[src/rtl/mem_access_unit_if.sv]
// Data-memory bus between the load/store unit (master) and data memory (slave).
interface mem_access_unit_if;
  logic        dmem_req;
  logic        dmem_we;
  logic [31:0] dmem_addr;
  logic [3:0]  dmem_be;
  logic [31:0] dmem_wdata;
  logic        dmem_ready;
  logic [31:0] dmem_rdata;

  modport master (
    output dmem_req,
    output dmem_we,
    output dmem_addr,
    output dmem_be,
    output dmem_wdata,
    input  dmem_ready,
    input  dmem_rdata
  );

  modport slave (
    input  dmem_req,
    input  dmem_we,
    input  dmem_addr,
    input  dmem_be,
    input  dmem_wdata,
    output dmem_ready,
    output dmem_rdata
  );
endinterface

[src/rtl/mem_access_unit.sv]
// Load/store execution stage: memory handshake, byte lanes, load extension,
// PC stall and misalignment / timeout reporting.
module mem_access_unit #(
  parameter int unsigned TIMEOUT = 255  // max REQ cycles without ready; 0 disables
) (
  input  logic               clk,
  input  logic               rst_n,
  input  logic               memread,
  input  logic               memwrite,
  input  logic [1:0]         mem_length,
  input  logic               mem_signed,
  input  logic [31:0]        addr,
  input  logic [31:0]        wdata,
  mem_access_unit_if.master  dmem,
  output logic               stall,
  output logic [31:0]        rdata,
  output logic               rdata_valid,
  output logic               misalign,
  output logic               bus_err
);

  localparam logic [1:0] StIdle = 2'd0;
  localparam logic [1:0] StReq  = 2'd1;
  localparam logic [1:0] StDone = 2'd2;

  localparam logic [1:0] LenByte = 2'b01;
  localparam logic [1:0] LenHalf = 2'b10;
  localparam logic [1:0] LenWord = 2'b11;

  // Counter only needs to reach TIMEOUT-1.
  localparam int unsigned CntW = (TIMEOUT < 2) ? 1 : $clog2(TIMEOUT);

  logic [1:0]      state_q, state_d;
  logic            req_q, req_d;
  logic            we_q, we_d;
  logic [31:0]     addr_q, addr_d;
  logic [3:0]      be_q, be_d;
  logic [31:0]     wdata_q, wdata_d;
  logic [1:0]      off_q, off_d;
  logic [1:0]      len_q, len_d;
  logic            sign_q, sign_d;
  logic [31:0]     rdata_q, rdata_d;
  logic            rdata_valid_q, rdata_valid_d;
  logic            misalign_q, misalign_d;
  logic            bus_err_q, bus_err_d;
  logic [CntW-1:0] cnt_q, cnt_d;

  logic        req_any, req_bad, req_ok;
  logic [3:0]  be_calc;
  logic [31:0] wdata_calc;
  logic [7:0]  ld_byte;
  logic [15:0] ld_half;
  logic [31:0] ld_ext;

  // Request decode, error classification, lane formation for the incoming access.
  always_comb begin
    req_any = (memread | memwrite) && (mem_length != 2'b00);
    req_bad = (memread & memwrite) ||
              ((mem_length == LenHalf) && addr[0]) ||
              ((mem_length == LenWord) && (addr[1:0] != 2'b00));
    req_ok  = req_any && !req_bad;
    be_calc    = 4'b0000;
    wdata_calc = wdata;
    case (mem_length)
      LenByte: begin
        be_calc    = 4'b0001 << addr[1:0];
        wdata_calc = {4{wdata[7:0]}};
      end
      LenHalf: begin
        be_calc    = addr[1] ? 4'b1100 : 4'b0011;
        wdata_calc = {2{wdata[15:0]}};
      end
      LenWord: be_calc = 4'b1111;
      default: be_calc = 4'b0000;
    endcase
  end

  // Lane select and extension of the returned word, using the captured access shape.
  always_comb begin
    case (off_q)
      2'd0:    ld_byte = dmem.dmem_rdata[7:0];
      2'd1:    ld_byte = dmem.dmem_rdata[15:8];
      2'd2:    ld_byte = dmem.dmem_rdata[23:16];
      default: ld_byte = dmem.dmem_rdata[31:24];
    endcase
    ld_half = off_q[1] ? dmem.dmem_rdata[31:16] : dmem.dmem_rdata[15:0];
    case (len_q)
      LenByte: ld_ext = sign_q ? {{24{ld_byte[7]}}, ld_byte} : {24'd0, ld_byte};
      LenHalf: ld_ext = sign_q ? {{16{ld_half[15]}}, ld_half} : {16'd0, ld_half};
      default: ld_ext = dmem.dmem_rdata;
    endcase
  end

  // FSM next state and all registered outputs.
  always_comb begin
    state_d       = state_q;
    req_d         = req_q;
    we_d          = we_q;
    addr_d        = addr_q;
    be_d          = be_q;
    wdata_d       = wdata_q;
    off_d         = off_q;
    len_d         = len_q;
    sign_d        = sign_q;
    rdata_d       = rdata_q;
    cnt_d         = cnt_q;
    rdata_valid_d = 1'b0;
    misalign_d    = 1'b0;
    bus_err_d     = 1'b0;
    case (state_q)
      StIdle: begin
        if (req_any && req_bad) begin
          misalign_d = 1'b1;
        end else if (req_ok) begin
          state_d = StReq;
          req_d   = 1'b1;
          we_d    = memwrite;
          addr_d  = {addr[31:2], 2'b00};
          be_d    = be_calc;
          wdata_d = wdata_calc;
          off_d   = addr[1:0];
          len_d   = mem_length;
          sign_d  = mem_signed;
          cnt_d   = '0;
        end
      end
      StReq: begin
        // Ready takes priority over a timeout expiring in the same cycle.
        if (dmem.dmem_ready) begin
          req_d   = 1'b0;
          state_d = StDone;
          if (!we_q) begin
            rdata_d       = ld_ext;
            rdata_valid_d = 1'b1;
          end
        end else if ((TIMEOUT != 0) && (cnt_q == CntW'(TIMEOUT - 1))) begin
          req_d     = 1'b0;
          bus_err_d = 1'b1;
          state_d   = StDone;
        end else begin
          cnt_d = cnt_q + CntW'(1);
        end
      end
      StDone:  state_d = StIdle;
      default: state_d = StIdle;
    endcase
  end

  // State registers, cleared asynchronously.
  always_ff @(posedge clk or negedge rst_n) begin
    if (!rst_n) begin
      state_q       <= StIdle;
      req_q         <= 1'b0;
      we_q          <= 1'b0;
      addr_q        <= '0;
      be_q          <= '0;
      wdata_q       <= '0;
      off_q         <= '0;
      len_q         <= '0;
      sign_q        <= 1'b0;
      rdata_q       <= '0;
      rdata_valid_q <= 1'b0;
      misalign_q    <= 1'b0;
      bus_err_q     <= 1'b0;
      cnt_q         <= '0;
    end else begin
      state_q       <= state_d;
      req_q         <= req_d;
      we_q          <= we_d;
      addr_q        <= addr_d;
      be_q          <= be_d;
      wdata_q       <= wdata_d;
      off_q         <= off_d;
      len_q         <= len_d;
      sign_q        <= sign_d;
      rdata_q       <= rdata_d;
      rdata_valid_q <= rdata_valid_d;
      misalign_q    <= misalign_d;
      bus_err_q     <= bus_err_d;
      cnt_q         <= cnt_d;
    end
  end

  // Stall is gated by reset so it drops as soon as reset asserts.
  always_comb begin
    stall = rst_n && (((state_q == StIdle) && req_ok) || (state_q == StReq));
  end

  assign dmem.dmem_req   = req_q;
  assign dmem.dmem_we    = we_q;
  assign dmem.dmem_addr  = addr_q;
  assign dmem.dmem_be    = be_q;
  assign dmem.dmem_wdata = wdata_q;
  assign rdata           = rdata_q;
  assign rdata_valid     = rdata_valid_q;
  assign misalign        = misalign_q;
  assign bus_err         = bus_err_q;

endmodule

[src/flat_wrapper.sv]
// flat-port wrapper written by rule: the top's interface ports become plain ports
module mem_access_unit_flat 
#(
  parameter int unsigned TIMEOUT = 255                                             
)
  (clk, rst_n, memread, memwrite, mem_length, mem_signed, addr, wdata, stall, rdata, rdata_valid, misalign, bus_err, dmem_dmem_req, dmem_dmem_we, dmem_dmem_addr, dmem_dmem_be, dmem_dmem_wdata, dmem_dmem_ready, dmem_dmem_rdata);
  mem_access_unit_if dmem_i ();
  input  logic clk;
  input  logic rst_n;
  input  logic memread;
  input  logic memwrite;
  input  logic [1:0] mem_length;
  input  logic mem_signed;
  input  logic [31:0] addr;
  input  logic [31:0] wdata;
  output logic stall;
  output logic [31:0] rdata;
  output logic rdata_valid;
  output logic misalign;
  output logic bus_err;
  output wire logic [$bits(dmem_i.dmem_req)-1:0] dmem_dmem_req;
  output wire logic [$bits(dmem_i.dmem_we)-1:0] dmem_dmem_we;
  output wire logic [$bits(dmem_i.dmem_addr)-1:0] dmem_dmem_addr;
  output wire logic [$bits(dmem_i.dmem_be)-1:0] dmem_dmem_be;
  output wire logic [$bits(dmem_i.dmem_wdata)-1:0] dmem_dmem_wdata;
  input wire logic [$bits(dmem_i.dmem_ready)-1:0] dmem_dmem_ready;
  input wire logic [$bits(dmem_i.dmem_rdata)-1:0] dmem_dmem_rdata;
  assign dmem_dmem_req = dmem_i.dmem_req;
  assign dmem_dmem_we = dmem_i.dmem_we;
  assign dmem_dmem_addr = dmem_i.dmem_addr;
  assign dmem_dmem_be = dmem_i.dmem_be;
  assign dmem_dmem_wdata = dmem_i.dmem_wdata;
  assign dmem_i.dmem_ready = dmem_dmem_ready;
  assign dmem_i.dmem_rdata = dmem_dmem_rdata;
  mem_access_unit #(.TIMEOUT(TIMEOUT)) u_core (.clk(clk), .rst_n(rst_n), .memread(memread), .memwrite(memwrite), .mem_length(mem_length), .mem_signed(mem_signed), .addr(addr), .wdata(wdata), .dmem(dmem_i), .stall(stall), .rdata(rdata), .rdata_valid(rdata_valid), .misalign(misalign), .bus_err(bus_err));
endmodule
[config.mk]
export PLATFORM = sky130hd
export DESIGN_NAME = mem_access_unit_flat
export DESIGN_NICKNAME = d
export VERILOG_FILES = /design/src/rtl/mem_access_unit_if.sv /design/src/rtl/mem_access_unit.sv /design/src/flat_wrapper.sv
export SDC_FILE = /design/constraint.sdc
export NUM_CORES = 1
export LEC_CHECK = 0
export ABC_AREA = 1
export CORE_MARGIN = 5
export CORE_UTILIZATION = 35
export CTS_CLUSTER_SIZE = 10
export DETAILED_ROUTE_END_ITERATION = 8
export PLACE_DENSITY = 0.63
export SYNTH_ARGS = -nofsm -noshare
export SYNTH_HDL_FRONTEND = slang
export SYNTH_SLANG_ARGS = --single-unit
[constraint.sdc]
create_clock -name clk -period 2.5 [get_ports clk]
set_input_delay 0.375 -clock clk [delete_from_list [all_inputs] [get_ports clk]]
set_output_delay 0.375 -clock clk [all_outputs]
set_load 0.02 [all_outputs]
; Word-level counts from Yosys, hierarchy flattened
; Index checks and enable logic that the tools add are counted.
[totals]
register_bits = 118
output_inout_bits = 106
elab_cells = 86
[classes]
add_sub_neg = 1
n_eq_ne = 14
shifts = 1
muxes = 31
bitwise_logic = 4
reduce_logical = 21
[ops]
columns = op, count
row1 = one-hot mux 32 bit (2 select lines), 2
row2 = two-way mux 32 bit, 2
row3 = two-way mux 8 bit, 4
row4 = one-hot mux 8 bit (3 select lines), 1
row5 = two-way mux 16 bit, 1
row6 = one-hot mux 8 bit (2 select lines), 1
row7 = two-way mux 1 bit, 12
row8 = one-hot mux 4 bit (3 select lines), 1
row9 = AND reduction 3 bit, 3
row10 = adder 8 x 1 -> 8 bit (second input constant), 1
row11 = == test 2 x 1 -> 1 bit (second input constant), 4
row12 = == test 2 bit (second input constant), 4
row13 = == test 8 bit (second input constant), 1
row14 = two-way mux 2 bit, 4
row15 = logical AND 1 bit, 7
row16 = inequality test 2 bit (second input constant), 3
row17 = nonzero test 2 bit, 3
row18 = AND reduction 5 bit, 1
row19 = logical NOT 2 bit, 2
row20 = two-way mux 4 bit, 1
row21 = one-hot mux 2 bit (2 select lines), 1
row22 = AND reduction 4 bit, 1
row23 = left shift 1 x 2 -> 4 bit (first input constant), 1
row24 = logical OR 1 bit, 3
row25 = 7 further kinds, 8

; Depth between registers and ports, before layout
[depth]
ltp_word = 9
mapped_depth = 13

; Worst setup path before layout
; OpenSTA, ideal clock, no wires.
[synth_timing]
path_kind = input-to-output
from = in mem_length[0]
to = out stall
arrival_ps = 1734
required_time_ps = 2125
path_slack_ps = 391
stages = 7
path_buffers = 1
path_cell_list = inv_1 -> ha_1 -> o21bai_1 -> nor2_2 -> nand2_4 -> buf_4 -> a21boi_0
[synth_via]
elab_chain_cells = 9
[synth_lines]
columns = element, line
row1 = start: declaration, flat_wrapper.sv:12  ; input logic [1:0] mem_length;
row2 = == test 2 bit, mem_access_unit.sv:59  ; ((mem_length == LenHalf) && addr[0]) ||
row3 = logical AND 1 bit, mem_access_unit.sv:59
row4 = logical OR 1 bit, mem_access_unit.sv:58  ; req_bad = (memread & memwrite) ||
row5 = logical OR 1 bit, mem_access_unit.sv:59
row6 = logical NOT 1 bit, mem_access_unit.sv:61  ; req_ok = req_any && !req_bad;
row7 = logical AND 1 bit (*), mem_access_unit.sv:61
row8 = logical AND 1 bit (*), mem_access_unit.sv:186  ; stall = rst_n && (((state_q == StIdle) && req_ok) || (state_q == StReq));
row9 = logical OR 1 bit (*), mem_access_unit.sv:186
row10 = logical AND 1 bit (*), mem_access_unit.sv:186
row11 = end: declaration, flat_wrapper.sv:16  ; output logic stall;
; Every way passes the cells marked *; elsewhere a longest branch is shown, timed or not.

; Final worst setup path
[layout_timing]
from = in mem_length[1]
to = out stall
; The elaborated chain is that of the path after synthesis.

==> summary.md <==
| Metric | Value |
|---|---|
| Status | `finished, final reports clean` |
| Row count | `47` |
| Number of global-route vias before repair | `between 5000 and 6000` |
| Final worst setup slack | `0.2276 ns` |
| Register bit count reported by yosys | `approximately 120` |
| Port-buffer cells | `207` |
| Sequential-to-total area share from yosys stat | `between 50% and 60%` |
| Area leader, netlist | `sky130_fd_sc_hd__dfrtp_1` |
| Via count of the routed design | `5662` |
| # fillers | `1626` |
| Async set or reset register ratio after synthesis | `100.0%` |
| Number of nets in the final layout | `1114` |
| Kind of launch point of the worst setup path | `input pin` |
| Total Die Area | `19540 sq um` |
| Number of maximum-capacitance constraint violations | `0` |
| Worst setup skew after layout | `0.005400 ns` |
| Delay of the slowest cell on the worst path | `0.51 ns` |
| Synthesized-area fraction occupied by and/or/nand/nor cells | `between 30% and 40%` |
| Number of cells in the finished layout apart from fillers | `1235` |
| Mapped Avg Cell Area | `7.446 sq um` |
| Crit path time final | `2.272 ns` |
| DR WL/cell | `14.53 um` |
| CP endpoint kind | `primary output` |
| Maximum count of clock buffers along a single path | `2` |
| Via density | `4.585` |
| Starting density of the core | `35.56%` |
| Clock root cell | `sky130_fd_sc_hd__clkbuf_16` |
| Yosys warning count | `0` |
| N_diodes | `0` |
| Finish-stage setup viols | `0` |
| Final Hold Vio Count | `0` |
| WS Path Type | `input pin to primary output` |
| Die height | `139.8 um` |
| Sequence of cells on the critical path | `clkdlybuf4s50_1 > inv_1 > ha_1 > o21bai_1 > nor2_2 > nand2_4 > a21boi_0 > clkbuf_2` |
| Peak supply drop | `about 0.55 mV` |
| Worst-margin pin slew | `~0.71 ns` |
| Synthesized-area fraction occupied by xor and xnor cells | `0.5941%` |
| CORE AREA | `16580 sq um` |
| Worst-Skew Late Latency | `~0.42 ns` |
| Utilization after layout | `approximately 53%` |
| Clock-pin slew on the worst setup and hold paths | `around 0.050 ns` |
| Cell count after placement | `1203` |
| Max-slew violation count | `0` |
| Final RePlAce weighted congestion | `0.8292` |
| Count of unique library cells instantiated by Yosys | `25` |
| Data arrival time of the worst path | `1.90 ns` |
| Number of enable-type register cells in the synthesized netlist | `0` |
| Remaining global-route overflow | `0` |
| Main combinational cell family by area after synthesis | `simple AND/OR/NAND/NOR gates` |
| Most area-consuming cells after synthesis | `sky130_fd_sc_hd__dfrtp_1, sky130_fd_sc_hd__nand2_1, sky130_fd_sc_hd__a21oi_1` |
| Iter 0 DRT Violations | `359` |
| Pre-CTS WS | `-0.2420 ns` |
| Flip-flop cell with the highest count after synthesis | `sky130_fd_sc_hd__dfrtp_1` |
| Boundary Pins | `210` |
| Routed Wire Length | `17.95 mm` |
| Horiz. Die Dim | `139.8 um` |
| Post-CTS Repair Setup Buffers | `0` |
| Setup repair after global routing missed its margin | `no` |
| Mux share of post-synthesis cell area | `0%` |
| Critical Path Slowest Stage Cell | `sky130_fd_sc_hd__clkdlybuf4s50_1` |
| Static Leak | `4.407 nW` |
| Flop2flop setup slack | `0.49 ns` |
| GR Util All Layers | `18.57%` |
| TritonCTS clock tree | `built` |
| Number of cells produced by synthesis | `~800` |
| Period utilization | `between 90% and 100%` |
| Number of buffers created by CTS | `17` |
| Final-layout worst hold slack | `0.01121 ns` |
| ANT nets after route | `0` |
| First-pass GRT wire length | `29.33 mm` |
| Overall power | `a little over 0.01 W` |
| Worst slew margin relative to its limit | `approximately 53%` |
| Critical-path maximum fanout | `3` |
| Commonest cells in the netlist | `sky130_fd_sc_hd__nand2_1, sky130_fd_sc_hd__dfrtp_1, sky130_fd_sc_hd__a21oi_1, sky130_fd_sc_hd__inv_1, sky130_fd_sc_hd__o21ai_0` |
| Most repeated cell in the gate-level netlist after synthesis | `sky130_fd_sc_hd__nand2_1` |
| CP required | `2.12 ns` |
| Complex-gate fraction of the synthesized area | `9.442%` |
| Cell area after synthesis | `between 5000 and 6000 sq um` |
| Ratio of cells with drive above 1 in the final layout | `under 10%` |
| Worst min-delay path class | `input pin to async pin` |
| Maximum number of pins on one net before global-route repair | `about 120` |
| Areal power density over the cells | `1147 nW/um^2` |
| Achievable clock frequency | `440.1 MHz` |
| Number of sinks driven by the clock tree | `about 120` |
| H-tree depth | `4` |
| Dpl hpwl | `12.70 mm` |
| Detailed-route DRC error count | `0` |
| Share of synthesized cell area in full adder, half adder and majority cells | `1.697%` |
| Number of antenna violations at the first check in global routing | `0` |
| Number of detailed-route iterations in the first pass | `5` |
| Area share of the largest cell type after synthesis | `around 50%` |
| Layout overhead on the synthesized area | `49.35%` |
registers in the layout, indices dropped and copies added, names as in the netlist:
| register | count |
|---|---|
| u_core.sign_q | 1 |
| u_core.dmem.dmem_we | 1 |
| u_core.len_q | 2 |
| u_core.dmem.dmem_be | 4 |
| u_core.off_q | 2 |
| u_core.cnt_q | 8 |
| u_core.misalign | 1 |
| u_core.rdata_valid | 1 |
| u_core.dmem.dmem_wdata | 32 |
| u_core.rdata | 32 |
| u_core.dmem.dmem_addr | 30 |
| u_core.dmem.dmem_req | 1 |
| u_core.bus_err | 1 |
| u_core.state_q | 2 |
area by class of cell:
| type | count | area, sq um | area share, % |
|---|---|---|---|
| inverter | 51 | 191.4 | 2.174 |
| timing repair buffer | 230 | 2262 | 25.69 |
| sequential | 118 | 2953 | 33.53 |
| multi-input combinational | 584 | 2519 | 28.60 |
| clock inverter | 10 | 152.6 | 1.733 |
| tap | 220 | 275.3 | 3.125 |
| clock buffer | 22 | 454.2 | 5.157 |
routing by layer:
layer | vias to the layer above | track usage, % | share of wire [%]
li1 | 2884 | - | -
met1 | 2559 | 24.43 | 45
met2 | 191 | 27.80 | 45
met3 | 28 | 7.410 | 8.5
met4 | 0 | 6.578 | 2.0
met5 | - | 0 | 0
cells by family after synthesis:
| family | Yosys count |
|---|---|
| compound gates | 108 |
| xor+xnor | 4 |
| fa+ha+maj | 8 |
| buf+inv | 91 |
| flops | 118 |
| other cells | 1 |
| simple gates | 462 |
cells in the final DEF, fill, tap and decap left out, types with 3 or more instances in the layout:
cell and instances:
sky130_fd_sc_hd__a21oi_1 56, sky130_fd_sc_hd__buf_4 22, sky130_fd_sc_hd__bufinv_16 4, sky130_fd_sc_hd__clkbuf_1 4, sky130_fd_sc_hd__clkbuf_16 17, sky130_fd_sc_hd__clkdlybuf4s50_1 205
sky130_fd_sc_hd__clkinv_2 5, sky130_fd_sc_hd__dfrtp_1 118, sky130_fd_sc_hd__ha_1 8, sky130_fd_sc_hd__inv_1 47, sky130_fd_sc_hd__inv_2 3, sky130_fd_sc_hd__nand2_1 382
sky130_fd_sc_hd__nand2_2 3, sky130_fd_sc_hd__nand3_1 28, sky130_fd_sc_hd__nor2_1 35, sky130_fd_sc_hd__o21ai_0 45, sky130_fd_sc_hd__o21bai_1 4, sky130_fd_sc_hd__or2_2 8
sky130_fd_sc_hd__xor2_1 4
report_power, final:
part	total [W]	internal [W]	switching (W)
clock network	0.00255	0.00168	0.000869
registers	0.00312	0.00265	0.000471
logic	0.00443	0.00196	0.00247
worst max-delay path: cells and delay by family:
| family | cells | cell delay (ns) |
|---|---|---|
| compound gates | 2 | 0.34 |
| simple gates | 2 | 0.19 |
| fa+ha+maj | 1 | 0.19 |
| buf+inv | 3 | 0.79 |
stage by stage:
stage | setup TNS, ns | instance area [sq um]
floorplan | 0 | 5901
global placement | -6.383 | 8205
detailed placement | -6.150 | 8205
CTS | 0 | 8811
global route | 0 | 8807
finish | 0 | 8807
worst paths after layout:
| kind | start | endpoint | cells after the start |
|---|---|---|---|
| setup / recovery | mem_length[1] | stall | 8 |
| hold / removal | rst_n | u_core.dmem.dmem_wdata[17] | 2 |
| setup reg to reg | u_core.off_q[1] | u_core.rdata[8] | 9 |
| hold reg to reg | u_core.dmem.dmem_req | u_core.dmem.dmem_req | 2 |
| max in group asynchronous | rst_n | u_core.dmem.dmem_wdata[23] | 2 |
| min in group clk | u_core.dmem.dmem_req | u_core.dmem.dmem_req | 2 |
repair_timing:
action                     in CTS  in global routing
hold buffers                    0                  0
setup endpoints to repair       1                  1
resized for setup               1                  3
No activity file was read; power rests on OpenSTA's default activity.
